### config.mk
export PLATFORM = sky130hd
export DESIGN_NAME = masked_xor_sequencer
export DESIGN_NICKNAME = d
export VERILOG_FILES = /design/src/rtl/masked_xor_seq_pkg.sv /design/src/rtl/masked_xor_sequencer.sv
export SDC_FILE = /design/constraint.sdc
export NUM_CORES = 1
export LEC_CHECK = 0
export BUFFER_PORTS_ARGS = -buffer_cell sky130_fd_sc_hd__buf_2
export CAP_MARGIN = 25
export CORE_UTILIZATION = 52
export CTS_CLUSTER_SIZE = 8
export DETAILED_ROUTE_END_ITERATION = 6
export GPL_TIMING_DRIVEN = 0
export PLACE_DENSITY = 0.79
export SLEW_MARGIN = 20
export SYNTH_ARGS = -nofsm -noshare
export SYNTH_HDL_FRONTEND = slang
export SYNTH_SLANG_ARGS = --single-unit
### constraint.sdc
create_clock -name clk -period 2.05 [get_ports clk]
set_input_delay 0.41 -clock clk [delete_from_list [all_inputs] [get_ports clk]]
set_output_delay 0.41 -clock clk [all_outputs]
set_load 0.01 [all_outputs]
### src/rtl/masked_xor_seq_pkg.sv
// Shared types and constants for the masked XOR sequencer.
package masked_xor_seq_pkg;

  typedef enum logic [2:0] {
    S_IDLE     = 3'd0,
    S_WAIT_RND = 3'd1,
    S_EXEC     = 3'd2,
    S_DONE     = 3'd3,
    S_FLUSH    = 3'd4
  } state_t;

  localparam int FLUSH_CYCLES_DEF = 1;
  localparam int FLUSH_CNT_W      = 4;

endpackage

### src/rtl/masked_xor_sequencer.sv
// Sequencer for an external two-share masked XOR core: operand/RNG intake,
// single-cycle evaluation window, result handout and share precharge.
module masked_xor_sequencer
  import masked_xor_seq_pkg::*;
#(
  parameter int CNT_W        = 16,
  parameter int FLUSH_CYCLES = FLUSH_CYCLES_DEF
) (
  input  logic             clk,
  input  logic             rst,
  input  logic             in_valid,
  output logic             in_ready,
  input  logic             in_a0,
  input  logic             in_a1,
  input  logic             in_b0,
  input  logic             in_b1,
  input  logic             rnd_valid,
  output logic             rnd_ready,
  input  logic [2:0]       rnd,
  output logic             core_input1_0,
  output logic             core_input1_1,
  output logic             core_input2_0,
  output logic             core_input2_1,
  output logic             core_r0,
  output logic             core_r1,
  output logic             core_r2,
  input  logic             core_xor_0,
  input  logic             core_xor_1,
  output logic             out_valid,
  input  logic             out_ready,
  output logic             out_0,
  output logic             out_1,
  output logic             busy,
  output logic [CNT_W-1:0] op_count
);

  localparam logic [FLUSH_CNT_W-1:0] FLUSH_CNT_INIT = FLUSH_CNT_W'(FLUSH_CYCLES - 1);

  state_t                 state_q, state_d;
  logic [3:0]             opnd_p0;      // {a0, a1, b0, b1}
  logic [2:0]             rnd_p0;       // {r2, r1, r0}
  logic [1:0]             res_p1;       // {xor_0, xor_1}
  logic [CNT_W-1:0]       op_cnt_q;
  logic [FLUSH_CNT_W-1:0] flush_cnt_q;
  logic                   exec;

  always_ff @(posedge clk) begin
    if (rst) state_q <= S_IDLE;
    else     state_q <= state_d;
  end

  always_comb begin
    state_d = state_q;
    case (state_q)
      S_IDLE:     if (in_valid)           state_d = S_WAIT_RND;
      S_WAIT_RND: if (rnd_valid)          state_d = S_EXEC;
      S_EXEC:                             state_d = S_DONE;
      S_DONE:     if (out_ready)          state_d = S_FLUSH;
      S_FLUSH:    if (flush_cnt_q == '0)  state_d = S_IDLE;
      default:                            state_d = S_IDLE;
    endcase
  end

  // Share registers are cleared on reset too, so a discarded operation leaves no residue.
  always_ff @(posedge clk) begin
    if (rst) begin
      opnd_p0     <= '0;
      rnd_p0      <= '0;
      res_p1      <= '0;
      op_cnt_q    <= '0;
      flush_cnt_q <= '0;
    end else begin
      case (state_q)
        S_IDLE:     if (in_valid)  opnd_p0 <= {in_a0, in_a1, in_b0, in_b1};
        S_WAIT_RND: if (rnd_valid) rnd_p0  <= rnd;
        // --- stage boundary: core evaluation -> result register ---
        S_EXEC:     res_p1 <= {core_xor_0, core_xor_1};
        S_DONE: begin
          if (out_ready) begin
            op_cnt_q    <= op_cnt_q + CNT_W'(1);
            flush_cnt_q <= FLUSH_CNT_INIT;
            opnd_p0     <= '0;
            rnd_p0      <= '0;
            res_p1      <= '0;
          end
        end
        S_FLUSH: begin
          opnd_p0 <= '0;
          rnd_p0  <= '0;
          res_p1  <= '0;
          if (flush_cnt_q != '0) flush_cnt_q <= flush_cnt_q - FLUSH_CNT_W'(1);
        end
        default: ;
      endcase
    end
  end

  // Shares reach the core only inside the evaluation window; elsewhere the lines idle at zero.
  assign exec      = (state_q == S_EXEC);
  assign in_ready  = (state_q == S_IDLE);
  assign rnd_ready = (state_q == S_WAIT_RND);
  assign out_valid = (state_q == S_DONE);
  assign busy      = (state_q != S_IDLE);
  assign op_count  = op_cnt_q;

  assign {core_input1_0, core_input1_1, core_input2_0, core_input2_1} = exec ? opnd_p0 : 4'b0;
  assign {core_r2, core_r1, core_r0} = exec ? rnd_p0 : 3'b0;
  assign {out_0, out_1} = out_valid ? res_p1 : 2'b0;

endmodule

==> metrics <==
status finished, final reports clean; Chip Height 57.84 um; placed cell area 1866 um^2; syn nets 203; Core Rows 19; Syn Inst Count 186; wire per inst 12.91 um; Placer Congestion 0.7878; Clk pin slew, worst setup/hold paths 0.10 ns; critical path fanouts, max 10; WL final 3434 um; Setup WS pre-CTS 0.2326 ns; first-pass iteration count of the detailed router 4; Yosys cell types 44; unrepaired setup endpoints after global routing false; Final Hold Vio Count 0; Yosys top cell area share 39.51%; Root Buffer clkbuf_4; r2r setup slk 0.21 ns; CTS H-tree lvls 2; vias per cell 5.571; Top Layer Used met4; mapped cell area 1622 um^2; Worst EP arrival 1.51 ns; dominant cell type by area after synthesis dfxtp_1; fin area 1973 um^2; Worst Setup End Kind primary output; TritonCTS sink count 32; Metal-1 WL 1656 um; Num CTS Buffers 5; Synth top cells by count dfxtp_1, nor2_1, nand2_1, a21oi_1, and2_1; worst setup margin 0.1257 ns; number of global-route vias before repair 1,309; CTS tree yes; WL met2 1533 um; Residual DRC 0; final setup vio count 0; Warnings, synthesis 0; detailed-route via count 1,482; maximum VDD drop 0.5210 mV; Port Buffer Count 41; GRT overflow 0; total die area 3345 um^2; Fin Clk Skew 0.007446 ns; Yosys reg bits 32; MaxCap Viol Count 0; post-synthesis sequential area ratio 39.51%; ys async rst share 0%; # diodes 0; pwr/cell area 664.9 nW/um^2; CP Class register to primary output; number of synthesized flops with an enable pin 0; Post-CTS Hold Buffers 0; first-pass GRT wire length 5644 um; fmax 0.5197 GHz; Final Cycle Share 93.87%; CTS Buffer Depth 2; area of the multi-input gates 902.1 um^2; Worst setup SP type register; Worst Setup SP state_q[1]; Layout area overhead 21.68%; Pwr Total 0.001312 W; syn avg cell area 8.718 um^2; setup_tns 0 ns; WL met3 181 um; largest net degree at the start of global routing 11; relative slew slack 48.81%; antenna violations before repair 0; synth top area cells dfxtp_1, nor2_1, and2_1; Worst Hold Class input port to register; # IOs 43; core area 2853 um^2; Initial Util 56.84%; # fillers 252; register area 640.6 um^2; fin. max-slew vios 0; Worst EP required 1.64 ns; latest clock arrival within the worst-skew pair 0.33 ns; crit path time final 1.924 ns; Initial DRC Count 64; GR Util All Layers 22.52%; hold_sp in_b1; Die Wd 57.84 um; Final #Nets 251; post-detail-place hpwl 2483 um; layout cell share with drive strength beyond 1 31.06%; Slew @ Worst Pin 0.7572 ns; r2r startpoint state_q[0]; LEAKAGE 0.8936 nW; top-count cell post-synth dfxtp_1; dominant synthesized flop cell dfxtp_1; remaining antenna violation count after routing 0
-- worst max-delay path, cell delays in order (launching register included) --
cell and delay, ns:
dfxtp_1 0.37, buf_4 0.19, nor3b_2 0.20, buf_4 0.18, and2_1 0.13, buf_2 0.12
-- sequential cells by signal, summed over array words and instances (netlist names) --
name,flops
rnd_p0,3
op_count,16
flush_cnt_q,4
res_p1,2
state_q,3
opnd_p0,4
-- through the flow --
step	instances	util (%)	hold WS (ns)
2_1_floorplan	186	-	0.4467
3_3_place_gp	258	65.39	0.4603
3_5_place_dp	258	65.39	0.4631
4_1_cts	266	68.95	0.3007
5_1_grt	266	69.17	0.3077
6_report	266	69.17	0.3080
-- layout by cell type (no fill, tap or decap), types with 2 or more instances in the layout --
master / count
nand4b_1: 2
dfxtp_1: 32
xnor2_1: 4
mux2i_1: 4
buf_4: 2
nor2b_1: 2
and3_2: 2
and2_1: 11
clkbuf_4: 5
clkbuf_8: 3
and3_1: 3
nand3_1: 5
o21ai_0: 5
nand2_1: 14
buf_6: 2
ha_1: 3
nor4_1: 3
a21oi_1: 13
a22oi_1: 5
nand2b_1: 5
xor2_1: 4
o31ai_1: 2
buf_2: 42
or4_1: 3
or3_2: 3
nand4_1: 3
nor3_1: 5
inv_1: 6
nor2_1: 21
clkbuf_1: 2
mux2_2: 2
-- final timing paths --
kind,cells past startpoint,to
setup / recovery,5,core_input1_0
hold / removal,3,opnd_p0[0]
setup reg to reg,5,op_count[8]
hold reg to reg,2,rnd_p0[1]
-- routing by layer --
layer  global-route usage, %  vias up
li1                        -      742
met4                   12.93        0
met3                   5.804        8
met2                   32.68       43
met5                       0        -
met1                   30.29      689
-- what timing repair did --
action                     in CTS  in global routing
setup buffers                   0                  0
setup endpoints to repair       7                  9
resized for setup               3                  4
-- where the power goes --
| group | switching, W | internal, W | total (W) | leakage, nW |
|---|---|---|---|---|
| combinational | 0.0000722 | 0.0000541 | 0.000126 | 0.583 |
| clock | 0.000218 | 0.000324 | 0.000542 | 0.0515 |
| sequential | 0.00000731 | 0.000636 | 0.000643 | 0.259 |
-- final cells by class --
| cell class | count | area share, % |
|---|---|---|
| plain buffers | 9 | 3.488 |
| clock buffers | 7 | 3.297 |
| clock inverters | 1 | 1.522 |
| inverters | 6 | 1.141 |
| multi-input cells | 139 | 45.72 |
| flip-flops and latches | 32 | 32.47 |
| well taps | 31 | 1.966 |
| repair buffers | 41 | 10.40 |
-- kinds of logic (layout without fill, tap and decap cells) --
family / Yosys count / after routing / share of synthesized area [%]
flops: 32 / 32 / 39.51
fa+ha+maj: 3 / 3 / 2.315
simple gates: 95 / 95 / 34.95
mux: 6 / 6 / 3.858
xor+xnor: 8 / 8 / 4.321
compound gates: 27 / 27 / 9.876
buf+inv: 15 / 64 / 5.169
Power figures use the tool's default switching activity.
